### config.mk
export PLATFORM = sky130hd
export DESIGN_NAME = pc_fetch_ctrl
export DESIGN_NICKNAME = d
export VERILOG_FILES = /design/src/rtl/pc_ctrl_pkg.sv /design/src/rtl/pc_redirect_arb.sv /design/src/rtl/pc_fetch_ctrl.sv
export SDC_FILE = /design/constraint.sdc
export NUM_CORES = 1
export LEC_CHECK = 0
export ABC_AREA = 0
export ABC_CLOCK_PERIOD_IN_PS = 3000
export CORE_ASPECT_RATIO = 0.7
export CORE_MARGIN = 1
export CORE_UTILIZATION = 52
export DETAILED_ROUTE_END_ITERATION = 10
export PLACE_DENSITY = 0.83
export SLEW_MARGIN = 10
export SYNTH_ARGS = -nofsm -noshare
export SYNTH_HDL_FRONTEND = slang
export SYNTH_SLANG_ARGS = --single-unit
### constraint.sdc
create_clock -name clk -period 3 [get_ports clk]
set_input_delay 0.45 -clock clk [delete_from_list [all_inputs] [get_ports clk]]
set_output_delay 0.45 -clock clk [all_outputs]
set_load 0.01 [all_outputs]
### src/rtl/pc_ctrl_pkg.sv
// Shared types and constants for the fetch-stage PC sequencer.
// Optional feature macro used by this slice: PC_MISALIGN_TRAP_EN.
package pc_ctrl_pkg;

  localparam int unsigned XLEN       = 32;
  localparam int unsigned INSN_BYTES = 4;

  typedef enum logic [1:0] {
    IDLE,
    REQ,
    DRAIN,
    HOLD
  } fetch_state_e;

  typedef enum logic [1:0] {
    NONE,
    JMP,
    BR,
    TRAP
  } redirect_src_e;

endpackage

### src/rtl/pc_redirect_arb.sv
// Redirect arbiter: trap > branch > jump. Produces the winning source,
// its target and the pipeline flush bits.
// With PC_MISALIGN_TRAP_EN defined, a misaligned branch/jump target is
// replaced by the trap vector and flagged; otherwise its low bits are cleared.
module pc_redirect_arb
  import pc_ctrl_pkg::*;
#(
  parameter logic [XLEN-1:0] TRAP_VEC = 32'h0000_0100
) (
  input  logic            trap,
  input  logic            br_taken,
  input  logic [XLEN-1:0] br_target,
  input  logic            jmp,
  input  logic [XLEN-1:0] jmp_target,
  output redirect_src_e   src,
  output logic [XLEN-1:0] target,
  output logic            flush_if,
`ifdef PC_MISALIGN_TRAP_EN
  output logic            misalign,
`endif
  output logic            flush_id
);

  logic [XLEN-1:0] raw_target;

  // Priority selection of the redirect source and its raw target
  always_comb begin
    src        = NONE;
    raw_target = jmp_target;
    if (trap) begin
      src        = TRAP;
      raw_target = TRAP_VEC;
    end else if (br_taken) begin
      src        = BR;
      raw_target = br_target;
    end else if (jmp) begin
      src        = JMP;
      raw_target = jmp_target;
    end
  end

  // Final target, flush bits and alignment handling for the winner
  always_comb begin
    target   = raw_target;
    flush_if = 1'b0;
    flush_id = 1'b0;
`ifdef PC_MISALIGN_TRAP_EN
    misalign = 1'b0;
`endif
    unique case (src)
      TRAP: begin
        target   = TRAP_VEC;
        flush_if = 1'b1;
        flush_id = 1'b1;
      end
      BR, JMP: begin
        flush_if = 1'b1;
        flush_id = (src == BR);
`ifdef PC_MISALIGN_TRAP_EN
        if (raw_target[1:0] != 2'b00) begin
          target   = TRAP_VEC;
          flush_id = 1'b1;
          misalign = 1'b1;
        end
`else
        target = raw_target & ~XLEN'(3);
`endif
      end
      default: begin
        target = raw_target;
      end
    endcase
  end

endmodule

### src/rtl/pc_fetch_ctrl.sv
// Fetch-stage sequencer: owns the PC, drives the imem req/ack handshake and
// applies redirects from trap / branch / jump with flushes to IF/ID and ID/EX.
// Optional feature macro: PC_MISALIGN_TRAP_EN (adds misalign_o).
module pc_fetch_ctrl
  import pc_ctrl_pkg::*;
#(
  parameter logic [XLEN-1:0] RESET_PC = 32'h0000_0000,
  parameter logic [XLEN-1:0] TRAP_VEC = 32'h0000_0100
) (
  input  logic            clk,
  input  logic            rst,
  input  logic            stall_i,
  input  logic            trap_i,
  input  logic            br_taken_i,
  input  logic [XLEN-1:0] br_target_i,
  input  logic            jmp_i,
  input  logic [XLEN-1:0] jmp_target_i,
  input  logic            imem_ack_i,
  output logic            imem_req_o,
  output logic [XLEN-1:0] imem_addr_o,
  output logic [XLEN-1:0] pc_o,
  output logic            fetch_valid_o,
  output logic            flush_if_o,
`ifdef PC_MISALIGN_TRAP_EN
  output logic            misalign_o,
`endif
  output logic            flush_id_o
);

  fetch_state_e    state_q, state_d;
  logic [XLEN-1:0] pc_q, pc_d;
  logic [XLEN-1:0] addr_q, addr_d;
  logic [XLEN-1:0] pc_inc;

  redirect_src_e   rd_src;
  logic [XLEN-1:0] rd_target;
  logic            rd_flush_if;
  logic            rd_flush_id;
  logic            redirect;
`ifdef PC_MISALIGN_TRAP_EN
  logic            rd_misalign;
`endif

  pc_redirect_arb #(
    .TRAP_VEC (TRAP_VEC)
  ) u_arb (
    .trap       (trap_i),
    .br_taken   (br_taken_i),
    .br_target  (br_target_i),
    .jmp        (jmp_i),
    .jmp_target (jmp_target_i),
    .src        (rd_src),
    .target     (rd_target),
    .flush_if   (rd_flush_if),
`ifdef PC_MISALIGN_TRAP_EN
    .misalign   (rd_misalign),
`endif
    .flush_id   (rd_flush_id)
  );

  assign redirect = (rd_src != NONE);
  assign pc_inc   = pc_q + XLEN'(INSN_BYTES);

  // State, PC and request-address registers
  always_ff @(posedge clk or negedge rst) begin
    if (!rst) begin
      state_q <= IDLE;
      pc_q    <= RESET_PC;
      addr_q  <= RESET_PC;
    end else begin
      state_q <= state_d;
      pc_q    <= pc_d;
      addr_q  <= addr_d;
    end
  end

  // Next-state, next-PC and next-request-address selection
  // DRAIN keeps the old address on the bus while pc_q already holds the
  // redirect target; the target is only copied to addr on the drain ack.
  always_comb begin
    state_d = state_q;
    pc_d    = pc_q;
    addr_d  = addr_q;
    unique case (state_q)
      IDLE: begin
        state_d = REQ;
        if (redirect) begin
          pc_d   = rd_target;
          addr_d = rd_target;
        end else begin
          addr_d = pc_q;
        end
      end
      REQ: begin
        if (imem_ack_i) begin
          if (redirect) begin
            pc_d   = rd_target;
            addr_d = rd_target;
          end else if (stall_i) begin
            state_d = HOLD;
          end else begin
            pc_d   = pc_inc;
            addr_d = pc_inc;
          end
        end else if (redirect) begin
          pc_d    = rd_target;
          state_d = DRAIN;
        end
      end
      DRAIN: begin
        if (redirect) begin
          pc_d = rd_target;
        end
        if (imem_ack_i) begin
          state_d = REQ;
          addr_d  = redirect ? rd_target : pc_q;
        end
      end
      HOLD: begin
        if (redirect) begin
          pc_d    = rd_target;
          addr_d  = rd_target;
          state_d = REQ;
        end else if (!stall_i) begin
          addr_d  = pc_q;
          state_d = REQ;
        end
      end
      default: begin
        state_d = IDLE;
      end
    endcase
  end

  // Handshake, fetch-valid and flush outputs
  always_comb begin
    imem_req_o    = (state_q == REQ) || (state_q == DRAIN);
    fetch_valid_o = rst && (state_q == REQ) && imem_ack_i && !stall_i && !redirect;
    flush_if_o    = rst && rd_flush_if;
    flush_id_o    = rst && rd_flush_id;
`ifdef PC_MISALIGN_TRAP_EN
    misalign_o    = rst && rd_misalign;
`endif
  end

  assign imem_addr_o = addr_q;
  assign pc_o        = pc_q;

endmodule

==> results.md <==
* Yosys cell types at ~60
* Post-detailed-placement half-perimeter wirelength at between 10000 and 15000 microns
* Critical path data arrival time at roughly 2.3 ns
* RSZ-0062 raised after global routing: no
* Final worst slack at 0.205 ns
* Post-Syn Area at between 0.004 and 0.005 sq mm
* Initial core utilization at 55.0%
* Max cap viols at 0
* Status: finished clean
* DIE HEIGHT at just over 80 microns
* Clock tree buffer depth at 2
* Synth Flop Type: dfrtp_1
* Resized Gates After CTS at 0
* Synth area leaders: dfrtp_1 (35%), nand2_1 (7.0%), o21ai_0 (6.8%), a21oi_1 (4.4%), nor2_1 (4.1%)
* Die extent in x at around 120 microns
* DR WL/cell at around 21 microns
* Static Leak at 2.65 nW
* Tmin final at around 2.8 ns
* Hold Path Class: in -> async
* Initial antenna violation count at 0
* Pins Over Slew Limit at 0
* Crit-path max FO at 10
* Number of enable flip-flop cells after synthesis at 0
* Synthesized net count at 688
* Cell Rows at 28
* Fin util at around 76%
* Period utilization at roughly 93%
* Fraction of registers with async set/reset at 100%
* Worst flop-to-flop path endpoint: imem_addr_o[31]
* Vias at between 5000 and 6000
* Ports at between 100 and 150
* Yosys warnings at 0
* Rel. slew slack at between 40% and 50%
* Total CTS buffers at 9
* Final net count at ~800
* Hold Buf Count CTS at 0
* Ant diodes at 0
* Post-synth top area cell: dfrtp_1
* Share of the synthesized area in the top cell type at between 30% and 40%
* Total routed wirelength at between 15000 and 20000 microns
* CP required at between 2 and 3 ns
* H-tree lvl count at 3
* Clock transition at path regs at approximately 0.06 ns
* Core Region at 0.00869 sq mm
* Endpoints failing setup at 0
* Post-CTS setup buffer count at 0
* Grt ovf at 0
* Worst-margin pin slew at 0.869 ns
* Max Fclk at 0.358 GHz
* Final GP Congestion at approximately 0.96
* Drt pass-1 iters at 5
* Area Overhead vs Synth at 37.7%
* Die area at about 0.0096 sq mm
* Post-DR vias/cell at ~6.5
* First-pass GRT wire length at ~28000 microns
* Layout cells sized above 1 at under 10%
* TritonCTS clock tree: done
* Setup TNS at 0 ns
* Clock Skews at 0.00674 ns
* Synthesized instance count at between 600 and 700
* Seq/Total Area, Yosys at 34.5%
* Vias in the first global route at 5345
* CP Class: in -> out
* Drt initial violations at between 600 and 700
* Post-synthesis register bit count at between 60 and 70
* Worst ir drop on vdd at 0.467 mV
* GR Util All Layers at ~39%
* Worst skew pair latency at approximately 0.34 ns
* DP Worst Slack at approximately 0.24 ns
* Crit Reg-Reg Startpoint: pc_o[20]
* Root Driver: clkbuf_16
* Setup crit end kind: primary output
* IO buf count at roughly 130
* R2R cell count at 5
* Reg2reg setup slack at roughly 0.54 ns
* Hold Violations, Final at 0
* ANT nets after route at 0
* PwrDens at about 560 mW/mm^2
* # DRC at 0
* Mean post-synth cell area at 7.82 sq um
* Hold_ws at 0.401 ns
* Startpoint types: input pin
* Pin count of the biggest net entering global routing at 67
* Clock Sink Count at 66
==> power by group <==
part	total, W	internal [W]	switching, W
clock network	0.00117	0.000751	0.000419
registers	0.00119	0.00105	0.000148
logic	0.00135	0.000620	0.000730
==> worst max-delay path by stage <==
stage               endpoint  cells past startpoint  startpoint  slack (ns)
2_1_floorplan        pc_o[9]                     12  br_taken_i        0.06
3_3_place_gp   fetch_valid_o                      4      trap_i        0.29
3_5_place_dp        pc_o[12]                      9       jmp_i        0.24
4_1_cts        fetch_valid_o                      4  imem_ack_i        0.28
5_1_grt        fetch_valid_o                      4  imem_ack_i        0.16
6_report       fetch_valid_o                      4  imem_ack_i        0.21
==> registers in the layout, summed over array words and instances, names as in the netlist <==
| register | cells |
|---|---|
| state_q | 2 |
| imem_addr_o | 32 |
| pc_o | 32 |
==> synth_stat cells, types with 2 or more instances <==
library cell / n
xnor2_1: 15
buf_6: 4
buf_2: 14
a21oi_1: 42
o21a_1: 3
nand4_1: 28
and4_1: 2
o21ai_0: 65
o22ai_1: 8
nor4_1: 7
nand3_2: 2
dfrtp_1: 66
o32ai_1: 2
nor3_1: 12
nor2_1: 52
nand2_1: 89
clkbuf_1: 27
a41oi_1: 5
a2111oi_0: 3
o221ai_1: 6
and3_1: 3
o22a_1: 2
o32a_1: 3
nor4_4: 2
or3_1: 2
buf_1: 4
or4_1: 3
ha_1: 6
a22oi_1: 2
buf_4: 4
and2_1: 6
nand3_1: 33
o31ai_1: 2
a31oi_1: 14
o21ai_1: 2
o211ai_1: 2
a22o_1: 2
mux2i_1: 14
mux2_2: 6
o31a_1: 6
inv_1: 15
xor2_1: 9
==> cells in the final DEF (no fill, tap or decap), drive strengths merged, types with 7 or more instances in the layout <==
cell             n
nor3            14
xnor2           15
dfrtp           66
a31oi           14
xor2             9
nor2            52
nand4           29
nor4            10
inv             15
clkbuf          10
o21ai           67
a21oi           42
nand3           36
o31a             7
o22ai            8
clkdlybuf4s50  132
mux2i           14
nand2           89
buf             35
==> critical path: stages <==
cell and delay (ns):
clkdlybuf4s50_1 0.66, nand2_1 0.23, nor4_1 0.37, clkdlybuf4s50_1 0.63
==> logic make-up after synthesis <==
logic type               after synthesis  synth area share, %
AND/OR/NAND/NOR                      251                 26.2
AO/OA/AOI/OAI                        175                 22.2
buffers and inverters                 69                 6.80
flip-flops                            66                 34.5
XOR/XNOR                              24                 4.40
multiplexers                          20                 4.34
adder cells (fa/ha/maj)                6                 1.57
==> stage by stage <==
stage | std cells | total power [W] | area [sq um]
6_report | 860 | 0.00371 | 6590
4_1_cts | 860 | 0.00369 | 6590
3_3_place_gp | 844 | 0.00249 | 6260
2_1_floorplan | 611 | 0.00182 | 4780
3_5_place_dp | 844 | 0.00252 | 6260
5_1_grt | 860 | 0.00387 | 6590
==> layer usage <==
layer	GRT usage [%]	share of wire, %	vias up
met3	13.0	13	64
met4	15.9	2.6	0
met2	59.8	44	415
li1	-	-	2478
met5	0	0	-
met1	51.0	41	2638
==> cell type report <==
cell class	count	area, sq um
Multi-Input combinational cell	476	2820
Fill cell	670	2100
Sequential cell	66	1650
Timing Repair Buffer	167	1580
Clock buffer	10	239
Tap cell	120	150
Clock inverter	6	90.1
Inverter	15	56.3
Note: power is estimated with default switching activity, not from simulation.
